--- src/rtl/fifo_serializer_if.sv ---
// Signal bundle between fifo_serializer, its rewindable packet FIFO and the bit-serial modulator.
interface fifo_serializer_if #(
  parameter int WIDTH = 8,
  parameter int LEN_W = 6
);
  logic             start;
  logic             retry;
  logic             commit;
  logic [LEN_W-1:0] len;
  logic [WIDTH-1:0] fifo_data;
  logic             fifo_empty;
  logic             fifo_next;
  logic             fifo_firstbyte;
  logic             fifo_restart;
  logic             tx_bit;
  logic             tx_valid;
  logic             tx_ready;
  logic             busy;
  logic             done;
  logic             underrun;

  // tx_bit transfers on any cycle with tx_valid & tx_ready; once tx_valid rises it stays high
  // with tx_bit unchanged until that transfer. tx_ready while tx_valid is low means nothing.
  modport master (
    input  start, retry, commit, len, fifo_data, fifo_empty, tx_ready,
    output fifo_next, fifo_firstbyte, fifo_restart, tx_bit, tx_valid, busy, done, underrun
  );

  modport slave (
    output start, retry, commit, len, fifo_data, fifo_empty, tx_ready,
    input  fifo_next, fifo_firstbyte, fifo_restart, tx_bit, tx_valid, busy, done, underrun
  );
endinterface

--- src/rtl/fifo_serializer.sv ---
// Packet serializer reading a rewindable FIFO: start/retry/commit control, MSB-first bit output.
// Define FIFO_SERIALIZER_CRC16_EN to append an inverted CRC-16 (0x1021, preset 0xFFFF) trailer.
module fifo_serializer #(
  parameter int WIDTH = 8,
  parameter int LEN_W = 6
) (
  input  logic                     clk,
  input  logic                     reset,
  fifo_serializer_if.master        bus,
  output logic [3:0]               dbg_state_o
);
  localparam int BCW = $clog2((WIDTH > 16) ? WIDTH : 16);

  typedef enum logic [3:0] {
    S_IDLE         = 4'd0,
    S_REWIND_SETUP = 4'd1,
    S_REWIND_PULSE = 4'd2,
    S_COMMIT_SETUP = 4'd3,
    S_COMMIT_PULSE = 4'd4,
    S_LOAD         = 4'd5,
    S_SHIFT        = 4'd6,
    S_ADVANCE      = 4'd7,
    S_END          = 4'd8
`ifdef FIFO_SERIALIZER_CRC16_EN
    , S_CRC        = 4'd9
`endif
  } state_e;

  state_e           state_q, state_d;
  logic [WIDTH-1:0] shift_q, shift_d;
  logic [BCW-1:0]   bit_cnt_q, bit_cnt_d;
  logic [LEN_W-1:0] cnt_q, cnt_d;
  logic [LEN_W-1:0] len_q, len_d;
  logic             und_q, und_d;
`ifdef FIFO_SERIALIZER_CRC16_EN
  logic [15:0]      crc_q, crc_d;
`endif
  logic             next_q, next_d;
  logic             fb_q, fb_d;
  logic             rs_q, rs_d;
  logic             done_q, done_d;
  logic             under_q, under_d;
  logic             tx_valid, tx_bit;

  always_ff @(posedge clk) begin
    if (reset) begin
      state_q   <= S_IDLE;
      shift_q   <= '0;
      bit_cnt_q <= '0;
      cnt_q     <= '0;
      len_q     <= '0;
      und_q     <= 1'b0;
`ifdef FIFO_SERIALIZER_CRC16_EN
      crc_q     <= '0;
`endif
      next_q    <= 1'b0;
      fb_q      <= 1'b0;
      rs_q      <= 1'b0;
      done_q    <= 1'b0;
      under_q   <= 1'b0;
    end else begin
      state_q   <= state_d;
      shift_q   <= shift_d;
      bit_cnt_q <= bit_cnt_d;
      cnt_q     <= cnt_d;
      len_q     <= len_d;
      und_q     <= und_d;
`ifdef FIFO_SERIALIZER_CRC16_EN
      crc_q     <= crc_d;
`endif
      next_q    <= next_d;
      fb_q      <= fb_d;
      rs_q      <= rs_d;
      done_q    <= done_d;
      under_q   <= under_d;
    end
  end

  always_comb begin
    state_d   = state_q;
    shift_d   = shift_q;
    bit_cnt_d = bit_cnt_q;
    cnt_d     = cnt_q;
    len_d     = len_q;
    und_d     = und_q;
`ifdef FIFO_SERIALIZER_CRC16_EN
    crc_d     = crc_q;
`endif
    case (state_q)
      S_IDLE: begin
        if (bus.retry || bus.start) begin
          state_d = bus.retry ? S_REWIND_SETUP : S_LOAD;
          len_d   = bus.len;
          cnt_d   = '0;
          und_d   = 1'b0;
`ifdef FIFO_SERIALIZER_CRC16_EN
          crc_d   = 16'hFFFF;
`endif
        end
        // commit outranks start but not retry
        if (bus.commit && !bus.retry) begin
          state_d = S_COMMIT_SETUP;
          len_d   = len_q;
          cnt_d   = cnt_q;
          und_d   = und_q;
`ifdef FIFO_SERIALIZER_CRC16_EN
          crc_d   = crc_q;
`endif
        end
      end
      S_REWIND_SETUP: state_d = S_REWIND_PULSE;
      S_REWIND_PULSE: state_d = S_LOAD;
      S_COMMIT_SETUP: state_d = S_COMMIT_PULSE;
      S_COMMIT_PULSE: state_d = S_IDLE;
      S_LOAD: begin
        if (bus.fifo_empty) begin
          und_d = (len_q != '0) && (cnt_q < len_q);
`ifdef FIFO_SERIALIZER_CRC16_EN
          state_d   = S_CRC;
          bit_cnt_d = BCW'(15);
`else
          state_d   = S_END;
`endif
        end else begin
          shift_d   = bus.fifo_data;
          bit_cnt_d = BCW'(WIDTH - 1);
          state_d   = S_SHIFT;
        end
      end
      S_SHIFT: begin
        if (bus.tx_ready) begin
`ifdef FIFO_SERIALIZER_CRC16_EN
          crc_d = {crc_q[14:0], 1'b0} ^ ({16{crc_q[15] ^ shift_q[WIDTH-1]}} & 16'h1021);
`endif
          shift_d = shift_q << 1;
          if (bit_cnt_q == '0) state_d = S_ADVANCE;
          else                 bit_cnt_d = bit_cnt_q - BCW'(1);
        end
      end
      S_ADVANCE: begin
        cnt_d = cnt_q + LEN_W'(1);
        if ((len_q != '0) && (cnt_d == len_q)) begin
`ifdef FIFO_SERIALIZER_CRC16_EN
          state_d   = S_CRC;
          bit_cnt_d = BCW'(15);
`else
          state_d   = S_END;
`endif
        end else begin
          state_d = S_LOAD;
        end
      end
`ifdef FIFO_SERIALIZER_CRC16_EN
      S_CRC: begin
        if (bus.tx_ready) begin
          crc_d = {crc_q[14:0], 1'b0};
          if (bit_cnt_q == '0) state_d = S_END;
          else                 bit_cnt_d = bit_cnt_q - BCW'(1);
        end
      end
`endif
      S_END:   state_d = S_IDLE;
      default: state_d = S_IDLE;
    endcase
  end

  // FIFO strobes are decoded from the next state so they leave flops and never glitch
  always_comb begin
    next_d  = state_d inside {S_REWIND_PULSE, S_COMMIT_PULSE, S_ADVANCE};
    fb_d    = state_d inside {S_REWIND_SETUP, S_REWIND_PULSE, S_COMMIT_SETUP, S_COMMIT_PULSE};
    rs_d    = state_d inside {S_REWIND_SETUP, S_REWIND_PULSE};
    done_d  = (state_d == S_END);
    under_d = (state_d == S_END) && und_d;
    tx_valid = 1'b0;
    tx_bit   = 1'b0;
    case (state_q)
      S_SHIFT: begin
        tx_valid = 1'b1;
        tx_bit   = shift_q[WIDTH-1];
      end
`ifdef FIFO_SERIALIZER_CRC16_EN
      S_CRC: begin
        tx_valid = 1'b1;
        tx_bit   = ~crc_q[15];
      end
`endif
      default: ;
    endcase
  end

  assign bus.fifo_next      = next_q;
  assign bus.fifo_firstbyte = fb_q;
  assign bus.fifo_restart   = rs_q;
  assign bus.done           = done_q;
  assign bus.underrun       = under_q;
  assign bus.tx_valid       = tx_valid;
  assign bus.tx_bit         = tx_bit;
  assign bus.busy           = (state_q != S_IDLE);
  assign dbg_state_o        = state_q;
endmodule

--- src/flat_wrapper.sv ---
// flat-port wrapper written by rule: the top's interface ports become plain ports
module fifo_serializer_flat 
#(
  parameter int WIDTH = 8,
  parameter int LEN_W = 6
)
  (clk, reset, dbg_state_o, bus_start, bus_retry, bus_commit, bus_len, bus_fifo_data, bus_fifo_empty, bus_tx_ready, bus_fifo_next, bus_fifo_firstbyte, bus_fifo_restart, bus_tx_bit, bus_tx_valid, bus_busy, bus_done, bus_underrun);
  fifo_serializer_if #(.WIDTH(WIDTH), .LEN_W(LEN_W)) bus_i ();
  input  logic clk;
  input  logic reset;
  output logic [3:0] dbg_state_o;
  input wire logic [$bits(bus_i.start)-1:0] bus_start;
  input wire logic [$bits(bus_i.retry)-1:0] bus_retry;
  input wire logic [$bits(bus_i.commit)-1:0] bus_commit;
  input wire logic [$bits(bus_i.len)-1:0] bus_len;
  input wire logic [$bits(bus_i.fifo_data)-1:0] bus_fifo_data;
  input wire logic [$bits(bus_i.fifo_empty)-1:0] bus_fifo_empty;
  input wire logic [$bits(bus_i.tx_ready)-1:0] bus_tx_ready;
  output wire logic [$bits(bus_i.fifo_next)-1:0] bus_fifo_next;
  output wire logic [$bits(bus_i.fifo_firstbyte)-1:0] bus_fifo_firstbyte;
  output wire logic [$bits(bus_i.fifo_restart)-1:0] bus_fifo_restart;
  output wire logic [$bits(bus_i.tx_bit)-1:0] bus_tx_bit;
  output wire logic [$bits(bus_i.tx_valid)-1:0] bus_tx_valid;
  output wire logic [$bits(bus_i.busy)-1:0] bus_busy;
  output wire logic [$bits(bus_i.done)-1:0] bus_done;
  output wire logic [$bits(bus_i.underrun)-1:0] bus_underrun;
  assign bus_i.start = bus_start;
  assign bus_i.retry = bus_retry;
  assign bus_i.commit = bus_commit;
  assign bus_i.len = bus_len;
  assign bus_i.fifo_data = bus_fifo_data;
  assign bus_i.fifo_empty = bus_fifo_empty;
  assign bus_i.tx_ready = bus_tx_ready;
  assign bus_fifo_next = bus_i.fifo_next;
  assign bus_fifo_firstbyte = bus_i.fifo_firstbyte;
  assign bus_fifo_restart = bus_i.fifo_restart;
  assign bus_tx_bit = bus_i.tx_bit;
  assign bus_tx_valid = bus_i.tx_valid;
  assign bus_busy = bus_i.busy;
  assign bus_done = bus_i.done;
  assign bus_underrun = bus_i.underrun;
  fifo_serializer #(.WIDTH(WIDTH), .LEN_W(LEN_W)) u_core (.clk(clk), .reset(reset), .bus(bus_i), .dbg_state_o(dbg_state_o));
endmodule
--- config.mk ---
export PLATFORM = sky130hd
export DESIGN_NAME = fifo_serializer_flat
export DESIGN_NICKNAME = d
export VERILOG_FILES = /design/src/rtl/fifo_serializer_if.sv /design/src/rtl/fifo_serializer.sv /design/src/flat_wrapper.sv
export SDC_FILE = /design/constraint.sdc
export NUM_CORES = 1
export LEC_CHECK = 0
export CORE_MARGIN = 2
export CORE_UTILIZATION = 52
export CTS_CLUSTER_SIZE = 28
export DETAILED_ROUTE_END_ITERATION = 12
export GPL_ROUTABILITY_DRIVEN = 1
export HOLD_SLACK_MARGIN = 0.15
export PLACE_DENSITY_LB_ADDON = 0.3
export SYNTH_ARGS = -nofsm -noshare
export SYNTH_HDL_FRONTEND = slang
export SYNTH_SLANG_ARGS = --single-unit
export TNS_END_PERCENT = 10
--- constraint.sdc ---
create_clock -name clk -period 2.3 [get_ports clk]
set_input_delay 0.23 -clock clk [delete_from_list [all_inputs] [get_ports clk]]
set_output_delay 0.23 -clock clk [all_outputs]
set_load 0.02 [all_outputs]
; ---- Yosys cells after proc, flatten, opt, wreduce, memory -nomap -nowiden
; Index checks and enable logic that the tools add are counted.
[totals]
register_bits = 34
inputBits = 21
output_inout_bits = 12
elab_cells = 76
[classes]
add_sub_neg = 2
n_lt_le_gt_ge = 1
n_eq_ne = 18
mux = 24
bitwise_logic = 1
n_reduce_logical = 19
[op_table]
columns = cell, count
row1 = 4-bit 2-to-1 mux, 9
row2 = 4-bit case mux with 7 select lines, 1
row3 = "4-bit by 3-bit equality test with 1-bit output, second input constant", 5
row4 = "4-bit by 2-bit equality test with 1-bit output, second input constant", 4
row5 = 8-bit 2-to-1 mux, 2
row6 = 8-bit case mux with 2 select lines, 1
row7 = 6-bit 2-to-1 mux, 2
row8 = 6-bit case mux with 2 select lines, 1
row9 = 3-bit AND reduction, 3
row10 = "4-bit by 1-bit equality test with 1-bit output, second input constant", 2
row11 = 4-bit zero test, 2
row12 = "2-bit inequality test, second input constant", 4
row13 = 4-bit case mux with 2 select lines, 1
row14 = 4-bit nonzero test, 2
row15 = "6-bit by 1-bit adder with 6-bit output, second input constant", 1
row16 = 6-bit equality test, 1
row17 = 6-bit < comparator, 1
row18 = 2-bit nonzero test, 3
row19 = 6-bit nonzero test, 1
row20 = 1-bit 2-to-1 mux, 5
row21 = "4-bit equality test, second input constant", 1
row22 = 1-bit logical AND, 4
row23 = 4-bit AND reduction, 1
row24 = "4-bit by 1-bit subtractor with 4-bit output, second input constant", 1
row25 = 7 further kinds, 7

; ---- Logic depth before layout (Yosys ltp)
[logic_depth]
word_depth = 7
mapped_depth = 8
ltp_nobuf = 8

; ---- Worst setup path after synthesis
; Ideal clock, no wire load.
[synth_path]
kind = flip-flop to flip-flop
from = register u_core.state_q[1], in the netlist u_core.dbg_state_o[1]
to = register u_core.cnt_q[3]
setup_time_ns = 0.132
arrival_ns = 1.830
slack_ns = 0.338
stages_incl_launch_ff = 7
cell_sequence = dfxtp_1 -> or4_1 -> o21bai_1 -> buf_2 -> and2_4 -> o21ai_0 -> a21oi_1
[synth_via]
elab_chain_len = 3
word_cells_on_any_way = 7
classes_between = 3 x eq/ne / 1 x mux / 3 x reduce/logical
[synth_lines]
columns = element, line_no
row1 = start: declaration, fifo_serializer.sv:29  ; state_e state_q, state_d;
row2 = start signal: assignment, fifo_serializer.sv:62  ; state_q <= state_d;
row3 = 4-bit zero test or 4-bit by 3-bit equality test with 1-bit output (tied branches), fifo_serializer.sv:89  ; case (state_q)
row4 = "2-bit by 1-bit inequality test with 1-bit output (no source line), or another cell as far along", -
row5 = 3-bit AND reduction (no source line), -
row6 = end signal: assignment, fifo_serializer.sv:65  ; cnt_q <= cnt_d;
row7 = end: declaration, fifo_serializer.sv:32  ; logic [LEN_W-1:0] cnt_q, cnt_d;
; Several ways; a longest one is shown, not always the timed one.
; A chain may end at the register's enable or synchronous reset.

; ---- Worst setup path after layout
[layout_path]
from = register u_core.state_q[3], in the netlist u_core.dbg_state_o[3]
to = output port bus_tx_valid
[layout_via]
elab_chain_len = 2
[layout_lines]
columns = element, line_no
row1 = 4-bit by 3-bit equality test with 1-bit output, fifo_serializer.sv:176  ; case (state_q)
row2 = 1-bit 2-to-1 mux, fifo_serializer.sv:176
row3 = end: declaration, flat_wrapper.sv:23  ; output wire logic [$bits(bus_i.tx_valid)-1:0] bus_tx_valid;
; Every way passes these cells.

==> run summary <==
The flop and latch count out of synthesis came out at 34. The post-synth net total is 250. The row count came out at 21. At the end of the flow the core is filled with cells to 68.6%. The worst slew margin relative to its limit came out at 68.7%.

The die area came out at 4140 sq um. The net switching fraction of the power is 31.1%. The die span in x is 64.4 um. In this run the worst hold path is classified as input port to flop. The synthesized netlist devotes 25.6% of its cell area to simple gates. The number of enable flip-flop cells after synthesis came out at 0.

After detailed routing, the average wire length per cell comes to 12.6 um. Of the available clock period, the critical path in the final layout requires 95.7%. From synthesis to final layout, the design area changed by 23.7%.

STA classifies the critical path endpoint as an output port. The overflow left after global routing is 0. The slowest library cell on the worst path is sky130_fd_sc_hd__clkdlybuf4s50_1. The wire length after detailed routing came out at 3840 um.

Setup repair after global routing left no endpoint under its margin. The required time of the critical path is 2.07 ns. Per report_power, the combinational group accounts for 28.4% of the total. The mux contribution to synthesized area came out at 7.93%. The wire length of the first global-routing pass came out at 6790 um.

The top cell family by delay on the critical path is buffers and inverters. The startpoint-to-endpoint class of the critical path is flop to output port. The height of the die is 64.4 um.

The final max-slew violation count came to 0. Summing all placed instances gives a cell area of 2280 sq um. The clock transition at the register clock pins on the worst setup and hold paths after CTS came out at 0.10 ns. The signal on the critical path passes through and2b_1, nand2_1, nor2_2, clkdlybuf4s50_1. Synthesis instantiated 46 different standard cells from the library. The internal power component came out at 0.000987 W.

The timing-limited maximum frequency came out at 454 MHz. Of the cells placed in the final design, the portion with a size suffix greater than 1 is 8.53%. The dominant register cell in the synthesized netlist is sky130_fd_sc_hd__dfxtp_1.

The final design instance area without fill came out at 2340 sq um. In this run the cell area of the synthesized design comes to 1890 sq um. The count of antenna-violating nets left after detailed routing is 0. The ratio of routed vias to standard cells came out at 5.59. The I/O pin count came out at 33. The combined global-route utilization of all metal layers is 21.2%. The final worst clock skew came out at 0.00841 ns. The clock reaches the later pin of the worst-skew pair after 0.34 ns. The average size of a mapped cell came out at 8.57 sq um. The number of buffers on the longest clock path is 2. The count of hold-fix buffers inserted at cts came out at 0. The sink count of the clock tree came out at 34. The detailed placer's ending HPWL is 2800 um. The proportion of register bits with asynchronous set or reset after synthesis came out at 0%. The share of synthesized cell area in full adder, half adder and majority cells came out at 5.28%. The port buffer count is 32.

The number of antenna cells inserted is 0. The actual transition at the worst max-transition pin came out at 0.469 ns. The clock network fraction of design power came out at 24.4%. The via count of the first global-routing pass is 1591. The number of levels the H-tree was split into is 2. The largest vdd supply drop is 0.406 mV. The initial antenna violation count came out at 0. The leakage power is 0.893 nW. The overall power of the completed layout came out at 0.00143 W. The total via count in the routed design is 1700. The net switching power figure is 0.000446 W.

For the worst setup path, the data arrival time is 1.97 ns. The largest fanout on the critical path is 10. The Yosys warning count came out at 0. Summing the areas of all compound-gate instances in the mapped netlist gives 17.7% of the synthesized area.

The flow ran to the end, and the final reports show no timing, DRC or antenna violations. The worst path needs 2.20 ns of the cycle, external delays included. The aggregate negative setup slack came out at 0 ns. Together, buffers and inverters on the worst path number 1. The post-CTS repair timing setup buffer count is 0.

The ratio of total power to cell area came out at 611 nW/um^2. The part of the Yosys area used for sequential elements is 35.9%. The root buffer cell chosen for the clock tree is sky130_fd_sc_hd__clkbuf_4. The core region is 3420 sq um. The maximum number of pins on one net before global-route repair came out at 28. The effective utilization at floorplan came out at 55.5%. In the synthesized netlist, the number of instances is 221. The TritonCTS buffer count came out at 5. The number of setup violations in the final report came out at 0. The worst stage delay on the critical path is 0.64 ns. The number of optimization iterations in the first detailed-route pass is 4. The xor-xnor portion of the synthesized cell area is 3.24%. The proportion of power drawn by flip-flops and latches is 47.2%. The post-cts resize count came out at 3.

TritonCTS built the clock tree. After synthesis, the largest family of logic cells by area is simple AND/OR/NAND/NOR gates. The number of hold-slack violations in the final timing report came out at 0. The number of remaining DRC errors is 0. The final RePlAce weighted congestion came out at 0.862. The post-layout net count came out at 286. In this run, the number of DRC markers left after iteration 0 of detailed routing was 77. Across the run, the number of max-cap violations was 0. The startpoint type of the worst setup path is a flop.
[logic make-up after synthesis]
group | after synthesis
AO/OA/AOI/OAI | 51
XOR/XNOR | 7
adder cells (fa/ha/maj) | 8
buffers and inverters | 20
flip-flops | 34
multiplexers | 15
AND/OR/NAND/NOR | 86
[synthesized netlist by cell type (all sizes together), types with 2 or more instances]
| cell type | count | area, sq um |
|---|---|---|
| xor2 | 5 | 43.8 |
| o211ai | 2 | 15.0 |
| inv | 10 | 37.5 |
| nor4 | 2 | 27.5 |
| mux2i | 15 | 150 |
| a211oi | 9 | 67.6 |
| ha | 8 | 100 |
| o21bai | 3 | 22.5 |
| and2 | 3 | 21.3 |
| nand3b | 3 | 22.5 |
| dfxtp | 34 | 681 |
| a2111oi | 2 | 17.5 |
| nand4b | 2 | 17.5 |
| nor3b | 2 | 15.0 |
| a21oi | 16 | 91.3 |
| xnor2 | 2 | 17.5 |
| nor2 | 29 | 109 |
| and3 | 3 | 18.8 |
| clkbuf | 5 | 18.8 |
| nand2b | 5 | 31.3 |
| nand3 | 7 | 40.0 |
| o21ai | 11 | 58.8 |
| nor2b | 4 | 25.0 |
| or3 | 4 | 25.0 |
| or4 | 2 | 15.0 |
| buf | 5 | 25.0 |
| a31oi | 3 | 18.8 |
| nand2 | 12 | 45.0 |
[power by group through the flow]
stage	clock, W	combinational (W)	sequential, W
after floorplan	0	0.000248	0.000701
after global placement	0	0.000402	0.000688
after detailed placement	0	0.000406	0.000689
after CTS	0.000364	0.000409	0.000676
after global routing	0.000393	0.000448	0.000682
final	0.000350	0.000407	0.000676
[worst paths after layout]
kind | end | cells past startpoint | slack, ns | from
max | bus_tx_valid | 4 | 0.1 | u_core.dbg_state_o[3]$_SDFF_PP0_
min | u_core.shift_q[0]$_SDFFE_PP0P_ | 3 | 0.43 | bus_fifo_data[0]
max reg2reg | u_core.bus.underrun$_SDFF_PP0_ | 7 | 0.29 | u_core.cnt_q[1]$_SDFFE_PP0P_
min reg2reg | u_core.und_q$_SDFF_PP0_ | 2 | 0.47 | u_core.und_q$_SDFF_PP0_
[cells in the final DEF (no fill, tap or decap), types with 5 or more instances in the layout]
cell type,Yosys,layout
sky130_fd_sc_hd__buf_4,0,7
sky130_fd_sc_hd__mux2i_1,15,15
sky130_fd_sc_hd__nand2b_1,5,5
sky130_fd_sc_hd__o21ai_0,10,10
sky130_fd_sc_hd__a211oi_1,9,9
sky130_fd_sc_hd__ha_1,8,8
sky130_fd_sc_hd__xor2_1,5,5
sky130_fd_sc_hd__inv_1,10,10
sky130_fd_sc_hd__nor2_1,29,28
sky130_fd_sc_hd__dfxtp_1,34,33
sky130_fd_sc_hd__clkdlybuf4s50_1,0,31
sky130_fd_sc_hd__clkbuf_4,0,5
sky130_fd_sc_hd__nand2_1,12,12
sky130_fd_sc_hd__nand3_1,6,6
sky130_fd_sc_hd__a21oi_1,15,15
[worst reg2reg max path, stage by stage, from the launching register on]
cell and delay [ns]:
sky130_fd_sc_hd__dfxtp_1 0.41, sky130_fd_sc_hd__ha_1 0.28, sky130_fd_sc_hd__xor2_1 0.15, sky130_fd_sc_hd__a311oi_1 0.24, sky130_fd_sc_hd__o211ai_1 0.13, sky130_fd_sc_hd__or3_1 0.37, sky130_fd_sc_hd__or2_1 0.24, sky130_fd_sc_hd__a21oi_1 0.13
[final cells by class]
cell class	count	area, sq um
Multi-Input combinational cell	167	1130
Fill cell	271	1070
Tap cell	46	57.6
Clock buffer	7	55.1
Clock inverter	1	5.00
Inverter	10	37.5
Sequential cell	34	682
Timing Repair Buffer	39	372
[stage by stage]
step                      setup WS [ns]  hold WS, ns  instances
after floorplan                   0.338        0.370        221
after global placement            0.325        0.464        296
after detailed placement          0.266        0.462        296
after CTS                        0.0782        0.413        304
after global routing             0.0130        0.456        304
final                            0.0982        0.427        304
[registers in the layout, indices dropped and copies added, names as in the netlist]
signal	count
u_core.bus.done	1
u_core.bus.fifo_restart	1
u_core.len_q	6
u_core.bus.fifo_firstbyte	1
u_core.cnt_q	6
u_core.und_q	1
u_core.bus.underrun	1
u_core.bit_cnt_q	4
u_core.bus.fifo_next	1
u_core.shift_q	8
u_core.dbg_state_o	4
[layer usage]
metal / vias up / GRT usage (%) / wire length, um
li1: 865 / - / -
met1: 782 / 25.0 / 1800
met2: 45 / 34.2 / 1720
met3: 8 / 5.46 / 223
met4: 0 / 13.0 / 91
met5: - / 0 / 0
Power figures use the tool's default switching activity.
